File: config.mk
export PLATFORM = sky130hd
export DESIGN_NAME = priority_decoder_seq
export DESIGN_NICKNAME = d
export VERILOG_FILES = /design/src/rtl/priority_decoder_pkg.sv /design/src/rtl/priority_decoder_seq_counter.sv /design/src/rtl/priority_decoder_seq.sv
export SDC_FILE = /design/constraint.sdc
export NUM_CORES = 1
export LEC_CHECK = 0
export CORE_UTILIZATION = 42
export CTS_CLUSTER_DIAMETER = 150
export DETAILED_ROUTE_END_ITERATION = 8
export PLACE_DENSITY_LB_ADDON = 0.2
export REMOVE_ABC_BUFFERS = 1
export SYNTH_ARGS = -nofsm -noshare
export SYNTH_HDL_FRONTEND = slang
export SYNTH_SLANG_ARGS = --single-unit
File: constraint.sdc
create_clock -name clk -period 1.6 [get_ports clk]
set_input_delay 0.16 -clock clk [delete_from_list [all_inputs] [get_ports clk]]
set_output_delay 0.16 -clock clk [all_outputs]
set_load 0.1 [all_outputs]
File: src/rtl/priority_decoder_pkg.sv
// Shared types and constant helpers for the sequential one-hot priority decoder.
package priority_decoder_pkg;

    localparam int MAX_OUT = 256;

    typedef enum logic [1:0] {
        IDLE   = 2'd0,
        ACTIVE = 2'd1,
        GAP    = 2'd2
    } state_t;

    function automatic int clog2(input int v);
        int r;
        r = 0;
        for (int i = 0; i < 31; i++)
            if ((1 << i) < v) r = i + 1;
        return r;
    endfunction

    function automatic int max3(input int a, input int b, input int c);
        int m;
        m = (a > b) ? a : b;
        return (m > c) ? m : c;
    endfunction

    // Out-of-range indices decode to all-zero so the caller never sees a stray line.
    function automatic logic [MAX_OUT-1:0] onehot(input int idx, input int n);
        logic [MAX_OUT-1:0] r;
        r = '0;
        if (idx >= 0 && idx < n) r[idx] = 1'b1;
        return r;
    endfunction

endpackage

File: src/rtl/priority_decoder_seq_counter.sv
// Loadable down counter with zero flag; shared by the hold and gap phases.
module seq_down_counter #(
    parameter int W = 2
) (
    input  logic         clk,
    input  logic         rst,
    input  logic         i_load,
    input  logic [W-1:0] i_load_val,
    input  logic         i_dec,
    output logic         o_zero
);

    logic [W-1:0] r_count;

    always_ff @(posedge clk) begin
        if (rst)
            r_count <= '0;
        else if (i_load)
            r_count <= i_load_val;
        else if (i_dec && r_count != '0)
            r_count <= r_count - 1'b1;
    end

    assign o_zero = (r_count == '0);

endmodule

File: src/rtl/priority_decoder_seq.sv
// Index -> one-hot line driver with programmable hold and break-before-make gap.
// Optional early release on ack is enabled by defining PRIORITY_DECODER_ACK_EN.
module priority_decoder_seq
    import priority_decoder_pkg::*;
#(
    parameter int N_OUT       = 8,
    parameter int IDX_W       = 3,
    parameter int HOLD_CYCLES = 4,
    parameter int GAP_CYCLES  = 1
) (
    input  logic             clk,
    input  logic             rst,
    input  logic [IDX_W-1:0] idx,
    input  logic             in_valid,
    output logic             in_ready,
    input  logic             ack,
    output logic [N_OUT-1:0] D,
    output logic             busy,
    output logic             err
);

    localparam int             CW      = clog2(max3(HOLD_CYCLES, GAP_CYCLES, 2));
    localparam logic [CW-1:0]  HOLD_LD = CW'(HOLD_CYCLES - 1);
    localparam logic [CW-1:0]  GAP_LD  = CW'((GAP_CYCLES > 0) ? GAP_CYCLES - 1 : 0);

    state_t           r_state, w_next_state;
    logic [N_OUT-1:0] r_d, w_d_next, w_onehot;
    logic             r_err, w_err_next;
    logic             w_load, w_dec, w_zero, w_ack, w_in_range;
    logic [CW-1:0]    w_load_val;

`ifdef PRIORITY_DECODER_ACK_EN
    assign w_ack = ack;
`else
    logic w_unused_ack;
    assign w_unused_ack = ack;
    assign w_ack        = 1'b0;
`endif

    assign w_in_range = int'(idx) < N_OUT;
    assign w_onehot   = N_OUT'(onehot(int'(idx), N_OUT));

    seq_down_counter #(.W(CW)) u_cnt (
        .clk        (clk),
        .rst        (rst),
        .i_load     (w_load),
        .i_load_val (w_load_val),
        .i_dec      (w_dec),
        .o_zero     (w_zero)
    );

    always_comb begin
        w_next_state = r_state;
        w_d_next     = r_d;
        w_err_next   = 1'b0;
        w_load       = 1'b0;
        w_load_val   = '0;
        w_dec        = 1'b0;
        case (r_state)
            IDLE: begin
                if (in_valid) begin
                    if (w_in_range) begin
                        w_d_next     = w_onehot;
                        w_next_state = ACTIVE;
                        w_load       = 1'b1;
                        w_load_val   = HOLD_LD;
                    end else begin
                        w_err_next = 1'b1;
                    end
                end
            end
            ACTIVE: begin
                // ack and terminal count share one exit path, so they never double-step.
                if (w_zero || w_ack) begin
                    w_d_next = '0;
                    if (GAP_CYCLES > 0) begin
                        w_next_state = GAP;
                        w_load       = 1'b1;
                        w_load_val   = GAP_LD;
                    end else begin
                        w_next_state = IDLE;
                    end
                end else begin
                    w_dec = 1'b1;
                end
            end
            GAP: begin
                w_d_next = '0;
                if (w_zero) w_next_state = IDLE;
                else        w_dec        = 1'b1;
            end
            default: begin
                w_d_next     = '0;
                w_next_state = IDLE;
            end
        endcase
    end

    always_ff @(posedge clk) begin
        if (rst) begin
            r_state <= IDLE;
            r_d     <= '0;
            r_err   <= 1'b0;
        end else begin
            r_state <= w_next_state;
            r_d     <= w_d_next;
            r_err   <= w_err_next;
        end
    end

    assign in_ready = (r_state == IDLE) && !rst;
    assign busy     = (r_state != IDLE);
    assign D        = r_d;
    assign err      = r_err;

endmodule

Yosys cells after proc, flatten, opt, wreduce, memory -nomap -nowiden
Cells that the tools add are included.
{ "classes": {"addsub": 1, "order_cmp": 2, "eq_ne": 5, "mux": 18, "reduce_logical": 12} }
{ "ops": {"columns": ["operator", "n"], "rows": [
  ["2-to-1 mux 8 bit", 2],
  ["case mux 8 bit (2 select lines)", 1],
  ["2-to-1 mux 2 bit", 7],
  ["less-than comparator 3 x 9 -> 1 bit, second input constant", 1],
  ["case mux 2 bit (3 select lines)", 1],
  ["nonzero test 2 bit", 3],
  ["2-to-1 mux 1 bit", 5],
  ["zero test 2 bit", 2],
  ["inequality test 2 x 1 -> 1 bit, second input constant", 2],
  ["demux 1 bit (select 3 bit)", 1],
  [">= comparator 3 x 1 -> 1 bit, second input constant", 1],
  ["logical AND 1 bit", 3],
  ["AND reduction 3 bit", 1],
  ["== test 2 x 1 -> 1 bit, second input constant", 1],
  ["== test 2 bit, second input constant", 1],
  ["inequality test 2 bit, second input constant", 1],
  ["case mux 1 bit (2 select lines)", 1],
  ["AND reduction 2 bit", 1],
  ["OR reduction 2 bit", 1],
  ["subtractor 2 x 1 -> 2 bit, second input constant", 1],
  ["zero test 1 bit", 1]
]} }
{ "totals": {"reg_bits": 12, "wordCells": 41} }

Depth between registers and ports, before layout
Gate-level depths: netlist of the first run.
{ "depth": {"word_depth": 6, "depth_mapped": 6, "depth_no_buf": 5} }

Cells and area by module
Synthesis of the first run repeated with hierarchy kept, for this count alone.
{ "unflattened": {"hier_cells": 82, "area_unflattened_um2": 733.2} }
{ "by_module_without_submodules": {"columns": ["module", "n_inst", "cells_per_inst", "area_per_inst_um2", "seq_area_each_um2"], "rows": [
  ["priority_decoder_seq", 1, 68, 606.8, 200.2],
  ["seq_down_counter", 1, 14, 126.4, 40.0]
]} }

Worst setup path after synthesis of the first run
No wires, ideal clock.
{ "synth_timing": {"path_kind": "register -> register", "start": "reg r_state[0]", "end": "reg r_state[0]", "setup_time_ps": 67, "arrival_ps": 2361, "required_ps": 1533, "slack_ps": -828, "stages_incl_launch_ff": 5, "cell_sequence": "dfxtp_1 inv_1 ha_1 nor2b_1 mux2_4"} }
{ "synth_via": {"word_cells_on_any_way": 8, "cone_classes": "eq/ne (5); mux (1); reduce/logical (2)"} }
{ "synth_rtl": {"columns": ["item", "line_no", "text"], "rows": [
  ["start, declared", "priority_decoder_seq.sv:26", "state_t r_state, w_next_state;"],
  ["start signal, assigned", "priority_decoder_seq.sv:105", "r_state <= w_next_state;"],
  ["== test 2 bit, or another cell as far along", "priority_decoder_seq.sv:59", "case (r_state)"],
  ["case mux 2 bit (3 select lines) *", "priority_decoder_seq.sv:59", null],
  ["via w_next_state[0]", "priority_decoder_seq.sv:26", null]
]} }
The timed path passes the listed nets; every way through them passes the cells marked *.
A chain may end at the register's enable or synchronous reset.

Worst setup path after layout of the first run
{ "layout_timing": {"start": "reg r_state[0]", "end": "out in_ready"} }
{ "layout_via": {"elab_chain_len": 2} }
{ "layout_lines": {"columns": ["item", "line_no", "text"], "rows": [
  ["zero test 2 bit", "priority_decoder_seq.sv:111", "assign in_ready = (r_state == IDLE) && !rst;"],
  ["logical AND 1 bit", "priority_decoder_seq.sv:111", null],
  ["end, declared", "priority_decoder_seq.sv:15", "output logic in_ready,"]
]} }
Every way passes these cells.

==> results.yml, run 1 <==
run_status:
  status: "complete, no violations"
yosys:
  synth_edf_count: 0
  yosys_warnings: 0
  syn_inst: 81
  synth-seq-cells: 12
  syn_area_per_cell_um2: 8.77
  async_reset_ff_share_pct: 0
  synth_flop_cell: "dfxtp_1"
  syn_area_um2: 711
  yosysSeqAreaShare_pct: 33.8
  ys_types: 27
clock_network:
  clockBufferDepth: 2
  ctsResizeCount: 3
  root_buffer: "clkbuf_4"
  cts_setup_buffers: 0
  numClockSinks: 12
  hold_buffers: 0
  numCtsBuffers: 3
  cts_tree: "done"
  clock_latency_ns: 0.28
  clk_pin_slew_worst_paths_ns: 0.08
  cts_max_level: 1
grt:
  grt_pass1_wl_mm: 2.24
  grt_pass1_vias: 560
  grt_overflow_total: 0
  grt_usage_pct: 15.9
  antenna_found_initial: 0
  grt_max_degree: 10
timing:
  period_share_pct: 95.0
  skew_ns: 0.00658
  grt_setup_unrepaired: "no"
  period_minus_slack_ns: 1.52
  hold_ws_ns: 0.498
  setup-violations-final: 0
  hold_viol: 0
  drv_slew: 0
  max_freq_ghz: 0.658
  finalSetupTns_ns: 0
floorplan:
  ios: 18
  core_area_um2: 1540
  die_area_um2: 1860
  dieHeight_um: 43.1
  rows: 14
  die_w_um: 43.1
  start_util_pct: 46.1
setup_path:
  r2r_cells: 5
  critPathRequiredTime_ns: 1.44
  cp-end-kind: "output pin"
  cp.arrival_ns: 1.36
  cp-start-kind: "flop"
  rr_endpoint: "r_state[0]"
  path_class: "reg -> out"
  reg2reg_slack_ns: 0.12
  r2r-start: "r_state[1]"
  critPathMaxFanout: 5
routing:
  vias_per_cell: 5.37
  vias: 617
  wirelength_mm: 1.34
  drc: 0
  first_pass_iters: 5
  drt_iter0_drc: 9
  ant_nets: 0
  routedWlPerCell_um: 11.6
placement:
  dp_hpwl_mm: 1.07
  io_buffers: 15
  place_congestion: 0.789
  placed_cell_area_um2: 980
cells_and_area:
  final_area_um2: 1030
  diodes: 0
  fillers: 127
  finish.utilization_pct: 66.6
  drive_gt1_share_pct: 28.3
  syn2layout_area_growth_pct: 44.5
  nets: 114
power:
  p_per_area_nw_per_um2: 1780
  power.total_w: 0.00183
  p_leak_nw: 0.420
  ir_drop_mv: 1.60
flow_run:
  maxCapViolations: 0
hold_path:
  hold_start: "r_state[1]"
  hold_class: "reg -> reg"
  hold_path_depth: 2
  holdPathEnd: "r_state[1]"
[per-layer routing]
layer	share of wire, %	vias up	track usage (%)
met2	48	17	27.5
met5	0	-	0
li1	-	312	-
met3	5.5	2	4.26
met4	0.82	0	5.45
met1	45	286	18.7
[Yosys cell counts (all sizes together) (3+ instances only)]
master  instances  area [um^2]
nor2b           7         51.3
nand2           4         15.0
ha              7         87.6
dfxtp          12          240
a21oi           9         45.0
nand4           6         37.5
o21ai           8         40.0
inv             6         22.5
clkbuf          3         12.5
[cell families after synthesis]
group	synth area share [%]
AOI/OAI and AO/OA	15.7
xor gates and xnor gates	1.23
adders and majority gates	12.3
buffers and inverters	7.57
DFF	33.8
muxes	3.52
other	0.528
and+or+nand+nor	25.4
[flip-flops by register name (all words and copies together), names as in the netlist]
register,flops
r_state,2
u_cnt.r_count,2
D,8
[critical path: stages, from the launching register on]
cell and delay, ns:
dfxtp_2 0.34, inv_2 0.08, ha_2 0.18, buf_4 0.12
nor2b_4 0.16, buf_12 0.18
[per-stage QoR]
step                instances  setup WS (ns)
floorplan                  76         -0.828
global placement          111          0.114
detailed placement        111         0.0855
CTS                       115         0.0165
global route              115        0.00817
finish                    115         0.0803
[how the worst max path moves through the flow]
stage,from,end,slack [ns],cells after the start
6_report,r_state[0],in_ready,0.08,5
2_1_floorplan,r_state[0],r_state[0],-0.83,4
4_1_cts,r_state[0],in_ready,0.02,5
5_1_grt,r_state[0],in_ready,0.008,5
3_5_place_dp,r_state[0],r_state[0],0.09,5
3_3_place_gp,r_state[1],r_state[0],0.11,5
[cells in the final DEF, fill, tap and decap left out, drive strengths merged, types with 2 or more instances in the layout]
master / instances
buf: 14
dfxtp: 12
a21oi: 9
o21ai: 8
ha: 7
nor2b: 7
nand4: 6
inv: 6
clkdlybuf4s50: 5
nand2: 4
clkbuf: 4
nand2b: 2
nand4b: 2
nor2: 2
[final cells by class]
type	instances	area, um^2	share of cell area (%)
sequential	12	241	23.5
inverter	6	22.5	2.19
multi-input combinational	58	427	41.5
tap	16	20.0	1.95
timing repair buffer	19	280	27.3
clock buffer	4	36.3	3.53
[power by group]
part | internal (W) | total (W) | switching, W | leakage (nW)
clock network | 0.000138 | 0.000245 | 0.000107 | 0.0210
logic | 0.000488 | 0.00118 | 0.000690 | 0.301
registers | 0.000362 | 0.000405 | 0.0000430 | 0.0982
total | 0.000988 | 0.00183 | 0.000840 | 0.420
Power figures use the tool's default switching activity.
==> inputs of run 2 (changes only) <==
--- a/config.mk
+++ b/config.mk
@@ -10,6 +10,7 @@
 export DETAILED_ROUTE_END_ITERATION = 8
 export PLACE_DENSITY_LB_ADDON = 0.2
 export REMOVE_ABC_BUFFERS = 1
+export SKIP_CTS_REPAIR_TIMING = 1
 export SYNTH_ARGS = -nofsm -noshare
 export SYNTH_HDL_FRONTEND = slang
 export SYNTH_SLANG_ARGS = --single-unit
==> run 2 against run 1 <==
Against the previous run: design area stayed put; via count is 0.32% higher; count of clock-buffer cells in the layout stayed put.
==> results.yml, run 2 (synthesis gave the netlist of run 1 again) <==
run_status:
  status: "complete, no violations"
setup_path:
  crit_slowest_cell: "dfxtp_2"
  critPathRequiredTime_ns: 1.44
  cp-start-kind: "flop"
  path_class: "reg -> out"
  critPathMaxFanout: 5
  crit_chain: "inv_2 > ha_2 > buf_4 > nor2b_4 > buf_12"
  cp.arrival_ns: 1.36
  cp-end-kind: "output pin"
  cp_slowest_stage_delay_ns: 0.34
clock_network:
  cts_tree: "done"
  root_buffer: "clkbuf_4"
  clockBufferDepth: 2
  numCtsBuffers: 3
  cts_max_level: 1
  numClockSinks: 12
  clock_latency_ns: 0.28
  clk_pin_slew_worst_paths_ns: 0.08
grt:
  gr-max-usage-layer: "met2"
  grt_max_degree: 10
  grt_pass1_vias: 553
  grt_pass1_wl_mm: 2.20
  met3_usage_pct: 4.26
  use_met2_pct: 26.9
  grt_usage_pct: 15.7
  use_met1_pct: 18.4
  grt_overflow_total: 0
  antenna_found_initial: 0
routing:
  routedWlPerCell_um: 11.6
  vias: 619
  vias_per_cell: 5.38
  first_pass_iters: 6
  ant_nets: 0
  drt_iter0_drc: 9
  drc: 0
  wirelength_mm: 1.34
power:
  p_sw_share_pct: 46.0
  ir_drop_mv: 1.60
  p_seq_share_pct: 22.1
  p_leak_nw: 0.420
  power_switching_w: 0.000840
  p_per_area_nw_per_um2: 1780
  pwr-share-comb_pct: 64.4
  pwr-share-clk_pct: 13.4
  power.internal_w: 0.000988
floorplan:
  rows: 14
  start_util_pct: 46.1
  die_area_um2: 1860
  core_area_um2: 1540
  dieHeight_um: 43.1
  ios: 18
  die_w_um: 43.1
cells_and_area:
  nets: 114
  drive_gt1_share_pct: 28.3
  final_cells: 115
  final_cell_mix: "dfxtp_1, buf_12, a21oi_1"
  syn2layout_area_growth_pct: 44.5
  diodes: 0
  largest_register_ffs: 8
  fillers: 127
  layout_commonest_cell: "dfxtp_1"
timing:
  period_minus_slack_ns: 1.52
  period_share_pct: 95.0
  drv_slew: 0
  max_freq_ghz: 0.658
  skew_ns: 0.00657
  grt_setup_unrepaired: "no"
  hold_viol: 0
  fin_ws_ns: 0.0802
  setup-violations-final: 0
placement:
  dp_cells: 111
  place_congestion: 0.789
  dp_hpwl_mm: 1.07
  dp_slack_ns: 0.0855
  io_buffers: 15
flow_run:
  maxCapViolations: 0
hold_path:
  hold_class: "reg -> reg"
## run 2: cell counts in the layout (fill, tap and decap cells not counted)
No cell type changed its count.
## run 2: power groups by stage
stage | Clock [W] | Combinational [W] | Sequential, W
2_1_floorplan | 0 | 0.000690 | 0.000508
3_3_place_gp | 0 | 0.00114 | 0.000404
3_5_place_dp | 0 | 0.00117 | 0.000405
4_1_cts | 0.000250 | 0.00117 | 0.000399
5_1_grt | 0.000263 | 0.00127 | 0.000414
6_report | 0.000245 | 0.00118 | 0.000405
## run 2: worst max-delay path, delay by kind of cell, from the launching register on
| kind | cells | cell delay (ns) |
|---|---|---|
| adders and majority gates | 1 | 0.18 |
| buffers and inverters | 3 | 0.38 |
| and+or+nand+nor | 1 | 0.16 |
| DFF | 1 | 0.34 |
## run 2: final cells by class
class | count | area [um^2] | share of cell area, %
multi-input combinational | 58 | 427 | 41.5
timing repair buffer | 19 | 280 | 27.3
sequential | 12 | 241 | 23.5
clock buffer | 4 | 36.3 | 3.53
inverter | 6 | 22.5 | 2.19
tap | 16 | 20.0 | 1.95
## run 2: path summary, 6_finish.rpt
kind	start	end	cells past startpoint	slack, ns
max	r_state[0]	in_ready	5	0.08
min	r_state[1]	r_state[1]	2	0.50
max reg2reg	r_state[1]	r_state[0]	5	0.12
min reg2reg	r_state[1]	r_state[1]	2	0.50
## run 2: through the flow
| stage | utilization (%) | hold slack (ns) | setup TNS [ns] | power, W | instance area, um^2 |
|---|---|---|---|---|---|
| global route | 66.6 | 0.529 | 0 | 0.00195 | 1030 |
| detailed placement | 63.6 | 0.480 | 0 | 0.00157 | 980 |
| global placement | 63.6 | 0.476 | 0 | 0.00155 | 980 |
| finish | 66.6 | 0.498 | 0 | 0.00183 | 1030 |
| floorplan | - | 0.229 | -1.42 | 0.00120 | 679 |
| CTS | 65.9 | 0.493 | -0.113 | 0.00182 | 1020 |
## run 2: routing by layer
metal | share of wire (%) | vias up | wire length [um]
met5 | 0 | - | 0
met4 | 0.82 | 0 | 11
met3 | 5.5 | 2 | 73
met2 | 48 | 17 | 647
met1 | 45 | 288 | 604
li1 | - | 312 | -
==> inputs of run 3 (changes only) <==
--- a/config.mk
+++ b/config.mk
@@ -7,6 +7,7 @@
 export LEC_CHECK = 0
 export CORE_UTILIZATION = 42
 export CTS_CLUSTER_DIAMETER = 150
+export CTS_CLUSTER_SIZE = 16
 export DETAILED_ROUTE_END_ITERATION = 8
 export PLACE_DENSITY_LB_ADDON = 0.2
 export REMOVE_ABC_BUFFERS = 1
==> constraint.sdc (replaced) <==
create_clock -name clk -period 1.6 [get_ports clk]
set_input_delay 0.32 -clock clk [delete_from_list [all_inputs] [get_ports clk]]
set_output_delay 0.32 -clock clk [all_outputs]
set_load 0.1 [all_outputs]
==> run 3 against run 2 <==
Against the previous run: hold slack got worse by 0.0053 ns; sequential share of layout area fell by 0.086 points; die area did not move; largest cell class unchanged.
==> results.yml, run 3 (synthesis gave the netlist of run 1 again) <==
run_status:
  status: "complete, no violations"
timing:
  grt_setup_unrepaired: "no"
  period_share_pct: 95.5
  drv_slew: 0
  skew_ns: 0.00194
  setup-violations-final: 0
  fin_ws_ns: 0.0713
  period_minus_slack_ns: 1.53
  hold_viol: 0
  max_freq_ghz: 0.654
  finalSetupTns_ns: 0
  hold_ws_ns: 0.493
hold_path:
  hold_class: "reg -> reg"
floorplan:
  dieHeight_um: 43.1
  ios: 18
  die_w_um: 43.1
  die_area_um2: 1860
  rows: 14
  start_util_pct: 46.1
  core_area_um2: 1540
setup_path:
  cp-end-kind: "output pin"
  cp-start-kind: "flop"
  path_class: "reg -> out"
  path_delay_family: "flip-flops"
  crit_chain: "inv_2 > ha_4 > nor2b_4 > buf_12"
  cp_num_buf_inv: 2
  critPathMaxFanout: 4
  critPathRequiredTime_ns: 1.28
  crit_slowest_cell: "dfxtp_2"
  cp_slowest_stage_delay_ns: 0.34
  cp.arrival_ns: 1.21
routing:
  vias_per_cell: 5.32
  drc: 0
  ant_nets: 0
  drt_iter0_drc: 8
  first_pass_iters: 4
  wirelength_mm: 1.33
  routedWlPerCell_um: 11.5
  vias: 612
cells_and_area:
  final_cell_mix: "dfxtp_1, buf_12, a21oi_1"
  diodes: 0
  drive_gt1_share_pct: 28.3
  largest_register_ffs: 8
  syn2layout_area_growth_pct: 45.1
  final_cells: 115
  nets: 115
  layout_commonest_cell: "dfxtp_1"
clock_network:
  clockBufferDepth: 2
  clk_pin_slew_worst_paths_ns: 0.07
  cts_max_level: 1
  numClockSinks: 12
  clock_latency_ns: 0.26
  numCtsBuffers: 3
  root_buffer: "clkbuf_4"
  cts_tree: "done"
grt:
  antenna_found_initial: 0
  grt_usage_pct: 16.3
  grt_pass1_vias: 582
  grt_max_degree: 12
  grt_pass1_wl_mm: 2.27
  grt_overflow_total: 0
placement:
  dp_cells: 112
  io_buffers: 15
  dp_hpwl_mm: 1.06
  place_congestion: 0.778
  dp_slack_ns: 0.0212
power:
  p_leak_nw: 0.419
  power.total_w: 0.00181
  ir_drop_mv: 1.75
  p_per_area_nw_per_um2: 1750
flow_run:
  maxCapViolations: 0
==> run 3: worst paths after layout <==
kind | startpoint | end | slack [ns] | cells past startpoint
worst max-delay path | r_state[0] | in_ready | 0.07 | 4
worst min-delay path | r_state[1] | r_state[1] | 0.49 | 2
worst max register to register | r_state[1] | r_state[0] | 0.09 | 5
worst min register to register | r_state[1] | r_state[1] | 0.49 | 2
==> run 3: area by class of cell <==
| type | count | area [um^2] |
|---|---|---|
| fill | 132 | 510 |
| multi-input combinational | 58 | 437 |
| timing repair buffer | 20 | 288 |
| sequential | 12 | 241 |
| clock buffer | 3 | 22.5 |
| inverter | 6 | 22.5 |
| tap | 16 | 20.0 |
==> run 3: per-stage QoR <==
step | area, um^2 | util, %
2_1_floorplan | 679 | -
3_3_place_gp | 987 | 64.0
3_5_place_dp | 987 | 64.0
4_1_cts | 1010 | 65.5
5_1_grt | 1030 | 66.9
6_report | 1030 | 66.9
==> run 3: per-layer routing <==
metal	share of wire [%]	GRT usage (%)	vias up
li1	-	-	315
met1	44	16.9	286
met2	52	29.0	11
met3	4.2	7.23	0
met4	0	5.45	0
met5	0	0	-
==> run 3: worst reg2reg max path: stages (launching register included) <==
cell and delay (ns):
dfxtp_1 0.36, inv_2 0.08, ha_1 0.22, and2b_2 0.23
nor3_4 0.20, mux2_4 0.31
==> run 3: report_power, final <==
part	total, W	internal [W]	leakage, nW	switching [W]
Clock	0.000176	0.0000868	0.0138	0.0000892
Sequential	0.000408	0.000362	0.0982	0.0000462
Combinational	0.00122	0.000516	0.307	0.000707
Total	0.00181	0.000965	0.419	0.000842
